`config.mk`:
```
export PLATFORM = sky130hd
export DESIGN_NAME = digit_encoder
export DESIGN_NICKNAME = d
export VERILOG_FILES = /design/src/rtl/digit_encoder_pkg.sv /design/src/rtl/digit_encoder_seg_to_digit.sv /design/src/rtl/digit_encoder.sv
export SDC_FILE = /design/constraint.sdc
export NUM_CORES = 1
export LEC_CHECK = 0
export ABC_AREA = 1
export ABC_CLOCK_PERIOD_IN_PS = 8640
export CAP_MARGIN = 40
export CORE_MARGIN = 4
export CORE_UTILIZATION = 35
export CTS_CLUSTER_SIZE = 24
export DETAILED_ROUTE_END_ITERATION = 8
export DONT_BUFFER_PORTS = 1
export GPL_TIMING_DRIVEN = 0
export PLACE_DENSITY_LB_ADDON = 0.08
export SLEW_MARGIN = 0
export SYNTH_ARGS = -nofsm -noshare
export SYNTH_HDL_FRONTEND = slang
export SYNTH_SLANG_ARGS = --single-unit
```
`constraint.sdc`:
```
create_clock -name CLK -period 8.64 [get_ports CLK]
set_input_delay 2.16 -clock CLK [delete_from_list [all_inputs] [get_ports CLK]]
set_output_delay 2.16 -clock CLK [all_outputs]
set_load 0.005 [all_outputs]
```
`src/rtl/digit_encoder_pkg.sv`:
```
// Shared constants for the 7-segment to binary digit encoder.
package digit_pkg;

  // Active-low segment patterns, bits {g,f,e,d,c,b,a}.
  localparam logic [6:0] SEG_0     = 7'h40;
  localparam logic [6:0] SEG_1     = 7'h79;
  localparam logic [6:0] SEG_2     = 7'h24;
  localparam logic [6:0] SEG_3     = 7'h30;
  localparam logic [6:0] SEG_4     = 7'h19;
  localparam logic [6:0] SEG_5     = 7'h12;
  localparam logic [6:0] SEG_6     = 7'h02;
  localparam logic [6:0] SEG_7     = 7'h78;
  localparam logic [6:0] SEG_8     = 7'h00;
  localparam logic [6:0] SEG_9     = 7'h10;
  localparam logic [6:0] SEG_BLANK = 7'h7F;

  typedef enum logic [1:0] {
    IDLE = 2'd0,
    ACC  = 2'd1,
    RESP = 2'd2
  } state_e;

  localparam int unsigned ERR_INVALID  = 0;
  localparam int unsigned ERR_OVERFLOW = 1;

  localparam int unsigned OFS_HUND  = 14;
  localparam int unsigned OFS_TENS  = 7;
  localparam int unsigned OFS_UNITS = 0;

endpackage

```
`src/rtl/digit_encoder_seg_to_digit.sv`:
```
// Combinational 7-segment pattern to decimal digit decoder.
module seg_to_digit
  import digit_pkg::*;
#(
  parameter bit SEG_ACTIVE_LOW = 1'b1
) (
  input  logic [6:0] seg_i,
  output logic [3:0] digit_o,
  output logic       is_blank_o,
  output logic       is_valid_o
);

  logic [6:0] pat;

  // Normalise polarity to active-low, then match against the digit table.
  always_comb begin
    pat        = SEG_ACTIVE_LOW ? seg_i : ~seg_i;
    digit_o    = '0;
    is_valid_o = 1'b1;
    is_blank_o = (pat == SEG_BLANK);
    case (pat)
      SEG_0:   digit_o = 4'd0;
      SEG_1:   digit_o = 4'd1;
      SEG_2:   digit_o = 4'd2;
      SEG_3:   digit_o = 4'd3;
      SEG_4:   digit_o = 4'd4;
      SEG_5:   digit_o = 4'd5;
      SEG_6:   digit_o = 4'd6;
      SEG_7:   digit_o = 4'd7;
      SEG_8:   digit_o = 4'd8;
      SEG_9:   digit_o = 4'd9;
      default: is_valid_o = 1'b0;
    endcase
  end

endmodule

```
`src/rtl/digit_encoder.sv`:
```
// Recovers an 8-bit value from three 7-segment digit patterns (hundreds, tens, units).
module digit_encoder
  import digit_pkg::*;
#(
  parameter bit SEG_ACTIVE_LOW = 1'b1,
  parameter bit BLANK_LEADING  = 1'b1
) (
  input  logic        CLK,
  input  logic        RST,
  input  logic [20:0] CODE,
  input  logic        IN_VALID,
  output logic        IN_READY,
  output logic [7:0]  RAW_CODE,
  output logic [1:0]  ERR,
  output logic        OUT_VALID,
  input  logic        OUT_READY
);

  state_e      state_q, state_d;
  logic [20:0] code_q, code_d;
  logic [9:0]  acc_q, acc_d;
  logic [1:0]  idx_q, idx_d;
  logic [1:0]  flg_q, flg_d;
  logic        lead_q, lead_d;
  logic [7:0]  raw_q, raw_d;
  logic [1:0]  err_q, err_d;

  logic [6:0]  seg_sel;
  logic [3:0]  digit;
  logic        is_blank;
  logic        is_valid;
  logic        blank_ok;
  logic        step_err;
  logic [3:0]  digit_eff;
  logic [9:0]  acc_step;
  logic [1:0]  fin_flags;

  // Select the pattern for the digit currently being accumulated.
  always_comb begin
    case (idx_q)
      2'd2:    seg_sel = code_q[OFS_HUND +: 7];
      2'd1:    seg_sel = code_q[OFS_TENS +: 7];
      default: seg_sel = code_q[OFS_UNITS +: 7];
    endcase
  end

  seg_to_digit #(
    .SEG_ACTIVE_LOW (SEG_ACTIVE_LOW)
  ) u_seg_to_digit (
    .seg_i      (seg_sel),
    .digit_o    (digit),
    .is_blank_o (is_blank),
    .is_valid_o (is_valid)
  );

  // Per-digit value and error, plus the multiply-by-10 accumulate step.
  // lead_q stays set only while every digit so far was blank, so a blank is
  // tolerated only as a leading hundreds/tens digit.
  always_comb begin
    blank_ok  = BLANK_LEADING && lead_q && (idx_q != 2'd0);
    step_err  = (!is_valid && !is_blank) || (is_blank && !blank_ok);
    digit_eff = (is_valid && !is_blank) ? digit : 4'd0;
    acc_step  = (acc_q << 3) + (acc_q << 1) + {6'b0, digit_eff};
    fin_flags = flg_q;
    fin_flags[ERR_INVALID]  = flg_q[ERR_INVALID] | step_err;
    fin_flags[ERR_OVERFLOW] = flg_q[ERR_OVERFLOW] | (acc_step > 10'd255);
  end

  // Next-state logic for IDLE -> ACC (3 steps) -> RESP.
  always_comb begin
    state_d = state_q;
    code_d  = code_q;
    acc_d   = acc_q;
    idx_d   = idx_q;
    flg_d   = flg_q;
    lead_d  = lead_q;
    raw_d   = raw_q;
    err_d   = err_q;
    case (state_q)
      IDLE: begin
        if (IN_VALID) begin
          code_d  = CODE;
          acc_d   = '0;
          flg_d   = '0;
          idx_d   = 2'd2;
          lead_d  = 1'b1;
          state_d = ACC;
        end
      end
      ACC: begin
        acc_d  = acc_step;
        lead_d = lead_q & is_blank;
        flg_d[ERR_INVALID] = flg_q[ERR_INVALID] | step_err;
        if (idx_q == 2'd0) begin
          flg_d   = fin_flags;
          err_d   = fin_flags;
          raw_d   = (fin_flags == 2'b00) ? acc_step[7:0] : 8'h00;
          state_d = RESP;
        end else begin
          idx_d = idx_q - 2'd1;
        end
      end
      RESP: begin
        if (OUT_READY) begin
          state_d = IDLE;
        end
      end
      default: state_d = IDLE;
    endcase
  end

  // State and datapath registers with asynchronous reset.
  always_ff @(posedge CLK or posedge RST) begin
    if (RST) begin
      state_q <= IDLE;
      code_q  <= '0;
      acc_q   <= '0;
      idx_q   <= '0;
      flg_q   <= '0;
      lead_q  <= 1'b0;
      raw_q   <= '0;
      err_q   <= '0;
    end else begin
      state_q <= state_d;
      code_q  <= code_d;
      acc_q   <= acc_d;
      idx_q   <= idx_d;
      flg_q   <= flg_d;
      lead_q  <= lead_d;
      raw_q   <= raw_d;
      err_q   <= err_d;
    end
  end

  assign IN_READY  = (state_q == IDLE);
  assign OUT_VALID = (state_q == RESP);
  assign RAW_CODE  = raw_q;
  assign ERR       = err_q;

endmodule

```
==> metrics.txt, run 1 <==
Root Buffer=clkbuf_8; setup tns final=0 ns; Rel. slew slack=0.680; Yosys warnings=0; drt first pass iters=4; chip height=97.5 µm; Max Cap Viol=0; drt wl/cell=13.4 µm; Power Density=391 mW/mm²; Static Leak=0.00169 µW; clk_skew=0.00705 ns; Clock power frac=0.160; syn nets=412; Setup-failing EPs final=0; Setup Buffers After CTS=0; clk buf depth=2; NetSw=574 µW; CTS buffer count=5; routed wire length=6430 µm; Layout Nets=420; antenna cell count=0; Seq/Total Area, Yosys=0.419; FMAX=0.267 GHz; vias=2272; CP startpoint=idx_q[0]; Worst Setup Path Type=reg2reg; status=finished clean; CTS resizes=0; PortBufs=0; Post-DRT Antenna Nets=0; Cell Area, Synth=0.00280 mm²; critical path, cell by cell=inv_1, ha_1, inv_2, buf_6, nand2_1, o21ai_2, nand2_1, nor2_1, nand2_1, nand4_1, ha_1, ha_1, fa_1, nand4_1, nand3_1, xor2_1, nand2_1, nor2_4, nand4_1, nand2_1; Finished Cell Area=0.00308 mm²; DRC Markers=0; worst-path fanout max=10; crit end category=register; Post-DP HPWL=4970 µm; maximum VDD drop=0.000135 V; Tcrit/Tclk final=0.434; htree depth=2; vias per inst=4.74; share of layout cells above drive strength 1=0.0981; die area=0.00951 mm²; gr ovfl total=0; RSZ-0062 raised after global routing=false; CTS tree=yes; Worst Max-Slew Pin Slew=0.475 ns; worst r2r dst=RAW_CODE[4]; reg2reg start=idx_q[0]; first-pass GRT wire length=11500 µm; sw frac=0.476; Post-Syn Instances=368; CP max stage delay=0.44 ns; gp weighted congestion=0.803; Pins Over Slew Limit=0; Top cell by count, worst path=nand2_1; initial antenna violation count=0; Final Power=1210 µW; Critical Path Start Type=register; Gate power share=0.547; Initial Util=0.361; clock-pin slew on the worst setup and hold paths=0.09 ns; worst path bufs/invs=3; GRT Util Overall=0.148; 1st-iter DRT viols=122; dpl cell area=0.00295 mm²; Sequential Power Share=0.293; Hold Worst Slack=0.489 ns; CTS Sinks=47; Tightest Hold Check Type=reg2reg; Crit. path cell count=20; Seq cells post-synth=47; CP max-delay cell=fa_1; Final Hold Fails=0; Int Pwr=631 µW; hold buffer count at CTS=0; worst-skew pair later-pin latency=0.30 ns; Synth cell types=29; Worst path top cell family by delay=simple AND/OR/NAND/NOR gates; R2R Setup Slk=4.89 ns; Avg Cell Area, Syn=7.62 µm²; Placeable Area=0.00777 mm²; reg2reg path depth=20; num ports=37; crit path time final=3.75 ns; Critical Path End=RAW_CODE[4]; Worst Path Required=8.88 ns; synthesis-to-layout area growth=10.0%; number of global-route vias before repair=2317; maximum number of pins on one net before global-route repair=34; CP Data Arrival Time=4.00 ns; Placement Rows=32; HP Start=code_q[7]; Die Width=97.5 µm; Filler cells=880
cell usage after synthesis:
master | count | share of area
nand2_2 | 11 | 0.025
o21ai_0 | 21 | 0.037
nand3_1 | 22 | 0.039
a21o_1 | 2 | 0.0054
o21ai_2 | 1 | 0.0031
nor2_1 | 25 | 0.033
dfrtp_1 | 47 | 0.42
xnor2_1 | 3 | 0.0094
inv_1 | 29 | 0.039
buf_4 | 1 | 0.0027
a21oi_1 | 7 | 0.012
nand3_2 | 2 | 0.0071
buf_6 | 1 | 0.0040
buf_2 | 2 | 0.0036
nand2_1 | 135 | 0.18
o21bai_1 | 1 | 0.0027
o31ai_1 | 1 | 0.0027
fa_1 | 2 | 0.014
ha_1 | 17 | 0.076
xor2_1 | 4 | 0.012
nand4_1 | 13 | 0.029
o21ai_1 | 1 | 0.0018
nor2_2 | 4 | 0.0089
nand3_4 | 1 | 0.0062
clkbuf_1 | 7 | 0.0094
inv_2 | 4 | 0.0054
nor2_4 | 1 | 0.0040
a31oi_1 | 2 | 0.0045
clkinv_1 | 1 | 0.0013
cell usage in the layout (no fill, tap or decap), types with 2 or more instances in the layout:
cell type and instances:
nor2_1 25, o21ai_0 21, a21o_1 2, xor2_1 4
bufinv_16 2, nand2_2 11, inv_2 5, a31oi_1 2
inv_1 28, xnor2_1 3, dfrtp_1 47, buf_2 2
clkbuf_1 8, nand3_1 22, clkbuf_8 5, ha_1 17
a21oi_1 7, nor2_2 4, nand4_1 13, fa_1 2
nand2_1 135, nand3_2 2
stage by stage:
step                cells  worst slack, ns  utilization
floorplan             368             5.36            -
global placement      470             4.78        0.377
detailed placement    471             4.94        0.380
CTS                   479             4.89        0.397
global route          479             4.56        0.397
finish                479             4.89        0.397
logic make-up after synthesis:
kind of cell	share of synthesized area
simple gates	0.333
flops	0.419
buf+inv	0.0651
compound gates	0.0701
fa+ha+maj	0.0901
xor+xnor	0.0219
sequential cells by signal, summed over array words and instances (netlist names):
name      count
RAW_CODE      8
idx_q         2
ERR           2
lead_q        1
flg_q         2
code_q       21
state_q       2
acc_q         9
worst min-delay path, stage by stage, from the launching register on:
cell and delay (ns):
dfrtp_1 0.36, nand2_1 0.05, nand2_1 0.05
layout make-up:
class,instances,area [µm²],area share
clock buffer,6,72.6,0.0235
timing repair buffer,1,20.0,0.00649
buffer,11,55.1,0.0178
tap,102,128,0.0414
clock inverter,2,60.1,0.0195
sequential,47,1180,0.381
inverter,34,128,0.0414
multi-input combinational,276,1450,0.469
power by group through the flow:
stage	Combinational [µW]	Sequential [µW]	Clock [µW]
6_report	659	353	193
5_1_grt	769	367	209
4_1_cts	664	354	198
3_5_place_dp	660	358	0
3_3_place_gp	656	357	0
2_1_floorplan	517	344	0
worst min path at each step:
stage	to	slack, ns	depth (start not counted)
5_1_grt	code_q[12]	0.52	2
4_1_cts	code_q[17]	0.49	2
3_5_place_dp	code_q[7]	0.47	2
6_report	code_q[7]	0.49	2
3_3_place_gp	code_q[10]	0.47	2
2_1_floorplan	code_q[10]	0.45	2
metal layers:
metal | vias to the layer above | share of wire | GRT usage | routed length [µm]
met5 | - | 0 | 0 | 0
met4 | 0 | 0.0084 | 0.0351 | 54
met3 | 4 | 0.040 | 0.0323 | 257
li1 | 1192 | - | - | -
met2 | 37 | 0.42 | 0.211 | 2680
met1 | 1039 | 0.53 | 0.226 | 3440
Note: power is estimated with default switching activity, not from simulation.
==> run 2, diff against run 1 <==
--- a/config.mk
+++ b/config.mk
@@ -6,7 +6,7 @@
 export NUM_CORES = 1
 export LEC_CHECK = 0
 export ABC_AREA = 1
-export ABC_CLOCK_PERIOD_IN_PS = 8640
+export ABC_CLOCK_PERIOD_IN_PS = 3600
 export CAP_MARGIN = 40
 export CORE_MARGIN = 4
 export CORE_UTILIZATION = 35
==> constraint.sdc (replaced) <==
create_clock -name CLK -period 3.6 [get_ports CLK]
set_input_delay 0.9 -clock CLK [delete_from_list [all_inputs] [get_ports CLK]]
set_output_delay 0.9 -clock CLK [all_outputs]
set_load 0.005 [all_outputs]
==> run 2 against run 1 <==
Net effect: clock skew grew 0.00051 ns; hold slack lost 0.043 ns; clock-buffer cell count is the same; non-clock buffer count grew 8; worst setup slack lost 4.7 ns; sequential power grew 140%; highest routed layer unchanged; via count grew 3.0%; cell count grew 1.9%; first-iteration DRC count grew 2.5%; critical endpoint is now RAW_CODE[1]; sequential share of layout area shrank 3.0 points; largest power group unchanged; combinational power grew to 3.0 times the previous value; fmax grew 10%.
==> metrics.txt, run 2 (synthesis results as in run 1) <==
clk_skew=0.00755 ns; Post-DRT Antenna Nets=0; maximum VDD drop=0.000401 V; CTS Sinks=47; synthesis-to-layout area growth=19.3%; Pins Over Slew Limit=0; Post-DP HPWL=4970 µm; PortBufs=0; drt first pass iters=5; gr ovfl total=0; CTS tree=yes; worst-path fanout max=6; Filler cells=851; drt wl/cell=14.1 µm; gp weighted congestion=0.803; Critical Path Start Type=register; GRT Util Overall=0.151; number of global-route vias before repair=2356; placed insts=471; crit end category=register; worst-skew pair later-pin latency=0.30 ns; Rel. slew slack=0.679; initial antenna violation count=0; vias per inst=4.80; Root Buffer=clkbuf_8; Layout Cells excl Fill=488; share of layout cells above drive strength 1=0.199; Worst Setup Path Type=reg2reg; Finished Cell Area=0.00335 mm²; Max Cap Viol=0; Placeable Area=0.00777 mm²; Layout Nets=429; routed wire length=6870 µm; clk buf depth=2; clock-pin slew on the worst setup and hold paths=0.09 ns; Tightest Hold Check Type=in2async; 1st-iter DRT viols=125; first-pass GRT wire length=11700 µm; vias=2340; status=finished clean; maximum number of pins on one net before global-route repair=34; Placement Rows=32; max reg flops=21; crit path time final=3.40 ns; Final Hold Fails=0; die area=0.00951 mm²; CTS buffer count=5; commonest cells after routing, fill and taps aside=nand2_1 (123), dfrtp_1 (47), inv_1 (25); Setup-failing EPs final=0; Die Width=97.5 µm; CP Data Arrival Time=3.64 ns; chip height=97.5 µm; RSZ-0062 raised after global routing=false; num ports=37; htree depth=2; Static Leak=0.00174 µW; Worst Path Required=3.85 ns; Initial Util=0.361; Worst Max-Slew Pin Slew=0.476 ns; hold buffer count at CTS=0; antenna cell count=0; dpl cell area=0.00295 mm²; FMAX=0.294 GHz; DRC Markers=0; Power Density=983 mW/mm²; Tcrit/Tclk final=0.943; largest reg by FF count=code_q; most common cell after layout, fill and taps aside=nand2_1
[run 2: routing by layer]
layer	up-vias	global-route usage	share of wire
met1	1083	0.231	0.52
met3	4	0.0323	0.036
met4	0	0.0373	0.0095
met2	36	0.217	0.44
li1	1217	-	-
met5	-	0	0
[run 2: final timing paths]
check                         endpoint  cells past startpoint       from  slack, ns
setup / recovery           RAW_CODE[1]                     20   idx_q[1]       0.20
hold / removal                  ERR[1]                      1        RST       0.45
setup reg to reg           RAW_CODE[1]                     20   idx_q[1]       0.20
hold reg to reg              code_q[7]                      2  code_q[7]       0.49
max in group asynchronous    code_q[6]                      2        RST       2.67
min in group CLK             code_q[7]                      2  code_q[7]       0.49
[run 2: final cells by class]
class                   count  area, µm²  share of cell area
repair buffers              9       83.8              0.0251
multi-input cells         277       1640               0.489
well taps                 102        128              0.0381
plain buffers              11       58.8              0.0176
clock inverters             2       60.1              0.0180
flip-flops and latches     47       1180               0.352
clock buffers               6       72.6              0.0217
inverters                  34        130              0.0389
[run 2: where the power goes]
part           total, µW  internal (µW)  switching, µW  leakage (µW)
sequential           854            727            127      0.000604
combinational       1970            698           1270       0.00107
clock                464            278            186     0.0000654
total               3290           1700           1590       0.00174
[run 2: critical path, cell delays in order, from the launching register on]
cell     delay [ns]
dfrtp_1        0.40
inv_2          0.11
ha_4           0.23
inv_4          0.07
buf_6          0.12
buf_6          0.13
nand2_4        0.05
o21ai_4        0.08
nand2_2        0.11
inv_1          0.08
nand2_2        0.06
inv_2          0.06
fa_2           0.47
fa_2           0.44
nand4_1        0.10
nand3_2        0.09
xor2_2         0.21
nand2_2        0.13
nor2_4         0.18
nand4_1        0.13
nand2_1        0.07
[run 2: timing repair]
item | CTS | global route
gates resized for setup | 6 | 42
endpoints found under the setup margin | 10 | 11
pin swaps | 2 | 21
setup buffers | 0 | 8
hold endpoints to repair | 0 | 0
cloned | 1 | 0
[run 2: through the flow]
step / TNS (ns) / hold WS (ns) / total power [µW] / util / setup slack (ns)
5_1_grt: 0 / 0.453 / 3640 / 0.431 / 0.00789
3_3_place_gp: -0.449 / 0.466 / 2430 / 0.377 / -0.0672
4_1_cts: 0 / 0.446 / 2970 / 0.401 / 0.00595
2_1_floorplan: 0 / 0.449 / 2070 / - / 0.430
6_report: 0 / 0.446 / 3290 / 0.431 / 0.204
3_5_place_dp: -0.743 / 0.467 / 2440 / 0.380 / -0.104
==> run 3, diff against run 2 <==
--- a/config.mk
+++ b/config.mk
@@ -13,7 +13,7 @@
 export CTS_CLUSTER_SIZE = 24
 export DETAILED_ROUTE_END_ITERATION = 8
 export DONT_BUFFER_PORTS = 1
-export GPL_TIMING_DRIVEN = 0
+export MAX_ROUTING_LAYER = met4
 export PLACE_DENSITY_LB_ADDON = 0.08
 export SLEW_MARGIN = 0
 export SYNTH_ARGS = -nofsm -noshare
==> run 3 against run 2 <==
Net effect: first-iteration DRC count down 49%; sequential power up 0.6%; worst setup slack better by 0.025 ns; via count down 2.4%; fmax up 0.73%; cell count down 2.3%; global-route usage down 0.14 points; sequential share of layout area up 1.5 points; highest routed layer unchanged; non-clock buffer count down 10.
==> metrics.txt, run 3 (synthesis results as in run 1) <==
status=finished clean; Static Leak=0.00170 µW; Setup-failing EPs final=0; CP max-delay cell=fa_2; crit end category=register; Worst Setup Path Type=reg2reg; max reg flops=21; routed wire length=6600 µm; Placeable Area=0.00777 mm²; Root Buffer=clkbuf_8; CTS buffer count=5; Tcrit/Tclk final=0.937; number of global-route vias before repair=2318; num ports=37; hold buffer count at CTS=0; commonest cells after routing, fill and taps aside=nand2_1 (134), dfrtp_1 (47), inv_1 (24), nor2_1 (21), o21ai_0 (21); reg2reg path depth=18; drt first pass iters=4; die area=0.00951 mm²; Worst Max-Slew Pin Slew=0.780 ns; Max Cap Viol=0; most common cell after layout, fill and taps aside=nand2_1; CTS tree=yes; critical path, cell by cell=inv_2, buf_4, ha_4, nand2_1, nand3_1, nand2_1, nand2_2, nor2_4, nand2_1, inv_2, fa_2, fa_2, buf_4, a31oi_1, xor2_1, nor2_1, nand4_1, nand2_1; dpl cell area=0.00296 mm²; FMAX=0.297 GHz; Die Width=97.5 µm; initial antenna violation count=0; Rel. slew slack=0.479; vias per inst=4.79; reg2reg start=idx_q[0]; R2R Setup Slk=0.23 ns; DRC Markers=0; multi-input logic area=0.00158 mm²; Finished Cell Area=0.00321 mm²; worst-skew pair later-pin latency=0.31 ns; Worst Path Required=3.80 ns; Post-DP HPWL=4880 µm; Layout Nets=419; clk_skew=0.00827 ns; Critical Path Start Type=register; Worst path top cell family by delay=adder cells; worst-path fanout max=7; synthesis-to-layout area growth=14.3%; clock-pin slew on the worst setup and hold paths=0.09 ns; Tightest Hold Check Type=in2async; worst r2r dst=RAW_CODE[6]; share of layout cells above drive strength 1=0.173; Filler cells=835; Final Hold Fails=0; Placement Rows=32; GRT Util Overall=0.150; CTS Sinks=47; Initial Util=0.361; htree depth=2; antenna cell count=0; Sequential Area=0.00118 mm²; Pins Over Slew Limit=0; PortBufs=0; CP Data Arrival Time=3.57 ns; worst path bufs/invs=4; Layout Cells excl Fill=477; first-pass GRT wire length=11500 µm; gp weighted congestion=0.886; Top cell by count, worst path=nand2_1; chip height=97.5 µm; maximum VDD drop=0.000360 V; gr ovfl total=0; 1st-iter DRT viols=64; largest reg by FF count=code_q; maximum number of pins on one net before global-route repair=37; vias=2285; clk buf depth=2; Power Density=947 mW/mm²; Post-DRT Antenna Nets=0; placed insts=468; CP max stage delay=0.46 ns; drt wl/cell=13.8 µm; crit path time final=3.37 ns
-- run 3: cell types whose count changed in the layout (fill, tap and decap cells not counted), sizes merged --
cell / change
clkinvlp: +1
buf: -3
bufinv: -1
clkbuf: -8
-- run 3: per-stage QoR --
stage	util	power (µW)	hold slack [ns]	TNS, ns	setup slack [ns]
6_report	0.413	3040	0.412	0	0.228
3_3_place_gp	0.378	2440	0.466	0	0.0939
4_1_cts	0.394	2850	0.422	0	0.00344
2_1_floorplan	-	2070	0.449	0	0.430
5_1_grt	0.413	3360	0.422	-0.0112	-0.00466
3_5_place_dp	0.381	2440	0.471	0	0.0294
-- run 3: routing by layer --
metal | vias up | part of all wire | track usage | wire (µm)
met5 | - | 0 | - | 0
met4 | 0 | 0.011 | 0.0351 | 70
met3 | 6 | 0.036 | 0.0287 | 240
met2 | 34 | 0.41 | 0.201 | 2700
met1 | 1057 | 0.54 | 0.230 | 3590
li1 | 1188 | - | - | -
-- run 3: how the worst max path moves through the flow --
stage	end	from	cells past startpoint
floorplan	RAW_CODE[0]	idx_q[0]	20
global placement	RAW_CODE[7]	idx_q[1]	18
detailed placement	RAW_CODE[5]	idx_q[0]	19
CTS	RAW_CODE[5]	idx_q[0]	19
global route	RAW_CODE[3]	idx_q[0]	22
finish	RAW_CODE[6]	idx_q[0]	18
-- run 3: layout make-up --
class / instances / share of cell area
timing repair buffer: 10 / 0.0273
inverter: 34 / 0.0406
clock buffer: 5 / 0.0215
tap: 102 / 0.0398
multi-input combinational: 277 / 0.492
sequential: 47 / 0.367
clock inverter: 2 / 0.0117
-- run 3: timing repair --
item | 4_1_cts | 5_1_grt
gates resized for setup | 0 | 31
endpoints found under the setup margin | 0 | 11
buffers inserted | 0 | 1
-- run 3: worst register-to-register path, delay by kind of cell (launching register included) --
kind | cells | cell delay (ns)
AOI/OAI and AO/OA | 1 | 0.18
xor gates and xnor gates | 1 | 0.30
adders and majority gates | 3 | 1.05
buffers and inverters | 4 | 0.44
DFF | 1 | 0.42
and+or+nand+nor | 9 | 0.87
-- run 3: power by group --
part / internal (µW) / switching, µW / total [µW]
combinational: 611 / 1170 / 1790
clock: 203 / 188 / 391
sequential: 727 / 132 / 859
==> edit: new RTL, config.mk and constraints of run 2 <==
`BLANK_LEADING`: 1'b1 -> 1'b0.
--- a/src/rtl/digit_encoder.sv
+++ b/src/rtl/digit_encoder.sv
@@ -5,3 +5,3 @@
   parameter bit SEG_ACTIVE_LOW = 1'b1,
-  parameter bit BLANK_LEADING  = 1'b1
+  parameter bit BLANK_LEADING  = 1'b0
 ) (
Formal check against the unedited RTL: not equivalent (Yosys sat finds a counterexample within 10 cycles, from zero or initial values and one cycle with RST high).
==> edit against run 2 <==
  * Critical path depth grew 1
  * First-iteration DRC count fell by 57%
  * Count of clock-buffer cells in the layout shrank 1
  * Final area is 2.2% lower
  * Synthesized area is 0.80% lower
  * Synthesized cell count down 4.3%
  * Sequential share of layout area about the same
  * Clock skew fell by 0.0033 ns
  * Sequential cell count down 1
  * Routed wire length fell by 7.8%
  * Total power decreased by 2.7%
  * Setup slack got worse by 0.079 ns
  * Non-clock buffer count up 1
  * Largest cell class unchanged
  * Largest power group unchanged
  * Highest routed layer unchanged
==> edit: results (changes against run 2) <==
run_status:
  status: "complete, no violations"  # unchanged
routing:
  dr.pass1.iters: 4  # was 5
  met2_length_mm: 3.18  # was 3.00 mm
  vias: 2227  # was 2340
  wl_met1_mm: 2.87  # was 3.55 mm
  detail_route.wl_per_cell_um: 13.3  # was 14.1 um
  wl_met3_um: 178  # was 249 um
  first_iter_violations: 54  # was 125
final_layout:
  drive_above_1_share_pct: 21.4  # was 19.9%
  nets: 417  # was 429
  area_delta_synth_final_pct: 17.6  # was 19.3%
logic_synthesis:
  synthTopCellsByCount: "nand2_1, dfrtp_1, inv_1, ha_1, nand3_1"  # was nand2_1, dfrtp_1, inv_1, nor2_1, nand3_1
  yosys_most_used_dff: "dfrtp_1"  # unchanged
  synth_fp_nets: 396  # was 412
  synth_cell_types: 32  # was 29
  ys_seq_area_share_pct: 41.4  # was 41.9%
power:
  power.internal_mw: 1.70  # about the same
  ir_drop_v: 0.000436  # was 0.000401 V
  p_leak_nw: 1.74  # about the same
critical_path:
  cp_max_fo: 8  # was 6
  crit_arrival_ns: 3.71  # was 3.64 ns
  max_stage_delay_ns: 0.41  # was 0.47 ns
global_route:
  grt_pass1_vias: 2312  # was 2356
  grt_pass1_wl_mm: 10.9  # was 11.7 mm
  grt_max_degree: 30  # was 34
  grt_use_total_pct: 14.1  # was 15.1%
timing:
  max_slew_margin_pct: 67.4  # was 67.9%
  finClkSkew_ns: 0.00426  # was 0.00755 ns
placed_design:
  place.gp.congestion: 0.807  # was 0.803
  dpl-instance-area_sq_mm: 0.00293  # was 0.00295 sq mm
[edit: cell count changes after synthesis, sizes merged, moves of 6 or more]
cell	change
nor2	-10
nand4	-9
o21bai	+8
inv	+6
[edit: area by class of cell]
type	instances	area [sq um]
fillers	813	4460
multi-input cells	259	1570
flip-flops and latches	46	1150
inverters	40	153
well taps	102	128
repair buffers	14	121
clock buffers	5	68.8
clock inverters	3	40.0
plain buffers	7	37.5
[edit: kinds of logic after synthesis]
group                      count (synthesis)  synth area share, %
AOI/OAI and AO/OA                         41                 10.0
xor gates and xnor gates                   7                 2.20
adders and majority gates                 19                 9.09
buffers and inverters                     47                 6.61
DFF                                       46                 41.4
and+or+nand+nor                          192                 30.7
[edit: through the flow]
stage	hold slack, ns	worst slack [ns]	cells	setup TNS (ns)
2_1_floorplan	0.441	0.256	352	0
3_3_place_gp	0.459	-0.256	454	-2.15
3_5_place_dp	0.460	-0.288	455	-2.43
4_1_cts	0.481	0.0367	466	0
5_1_grt	0.493	-0.0728	476	-0.430
6_report	0.468	0.125	476	0
[edit: repair_timing]
item | CTS | global route
hold buffers | 0 | 0
cloned | 0 | 0
setup buffers | 3 | 10
setup endpoints to repair | 10 | 10
resized for setup | 4 | 26
pin swaps | 3 | 15
endpoints found under the hold margin | 0 | 0
[edit: final timing paths]
path	from	end	slack, ns	depth (start not counted)
min in group CLK	code_q[0]	code_q[0]	0.48	2
setup reg to reg	idx_q[0]	RAW_CODE[4]	0.12	21
setup / recovery	idx_q[0]	RAW_CODE[4]	0.12	21
max in group asynchronous	RST	code_q[4]	2.64	2
hold / removal	RST	RAW_CODE[5]	0.47	1
hold reg to reg	code_q[0]	code_q[0]	0.48	2
[edit: worst reg2reg max path, cell delays in order (launching register included)]
cell	delay (ns)
dfrtp_1	0.41
inv_2	0.12
ha_4	0.23
buf_8	0.14
buf_6	0.13
o21ai_4	0.17
nor2_1	0.06
nand2_1	0.08
nand2_1	0.06
nor2_2	0.13
inv_1	0.06
ha_1	0.27
ha_2	0.18
inv_2	0.04
fa_2	0.36
inv_2	0.06
nand4_1	0.10
nand4_1	0.12
nand3b_1	0.12
nor2_4	0.17
nand3_4	0.20
o21bai_4	0.19
[edit: power by group through the flow]
stage	sequential [mW]	combinational, mW	clock, mW
3_3_place_gp	0.855	1.65	0
2_1_floorplan	0.821	1.30	0
5_1_grt	0.872	2.22	0.428
3_5_place_dp	0.852	1.66	0
4_1_cts	0.845	1.75	0.408
6_report	0.846	1.96	0.387
[edit: layer usage]
metal / vias to the layer above / GRT usage [%]
met5: - / 0
met4: 0 / 5.18
met3: 9 / 2.73
met2: 31 / 24.5
met1: 1037 / 17.4
li1: 1150 / -
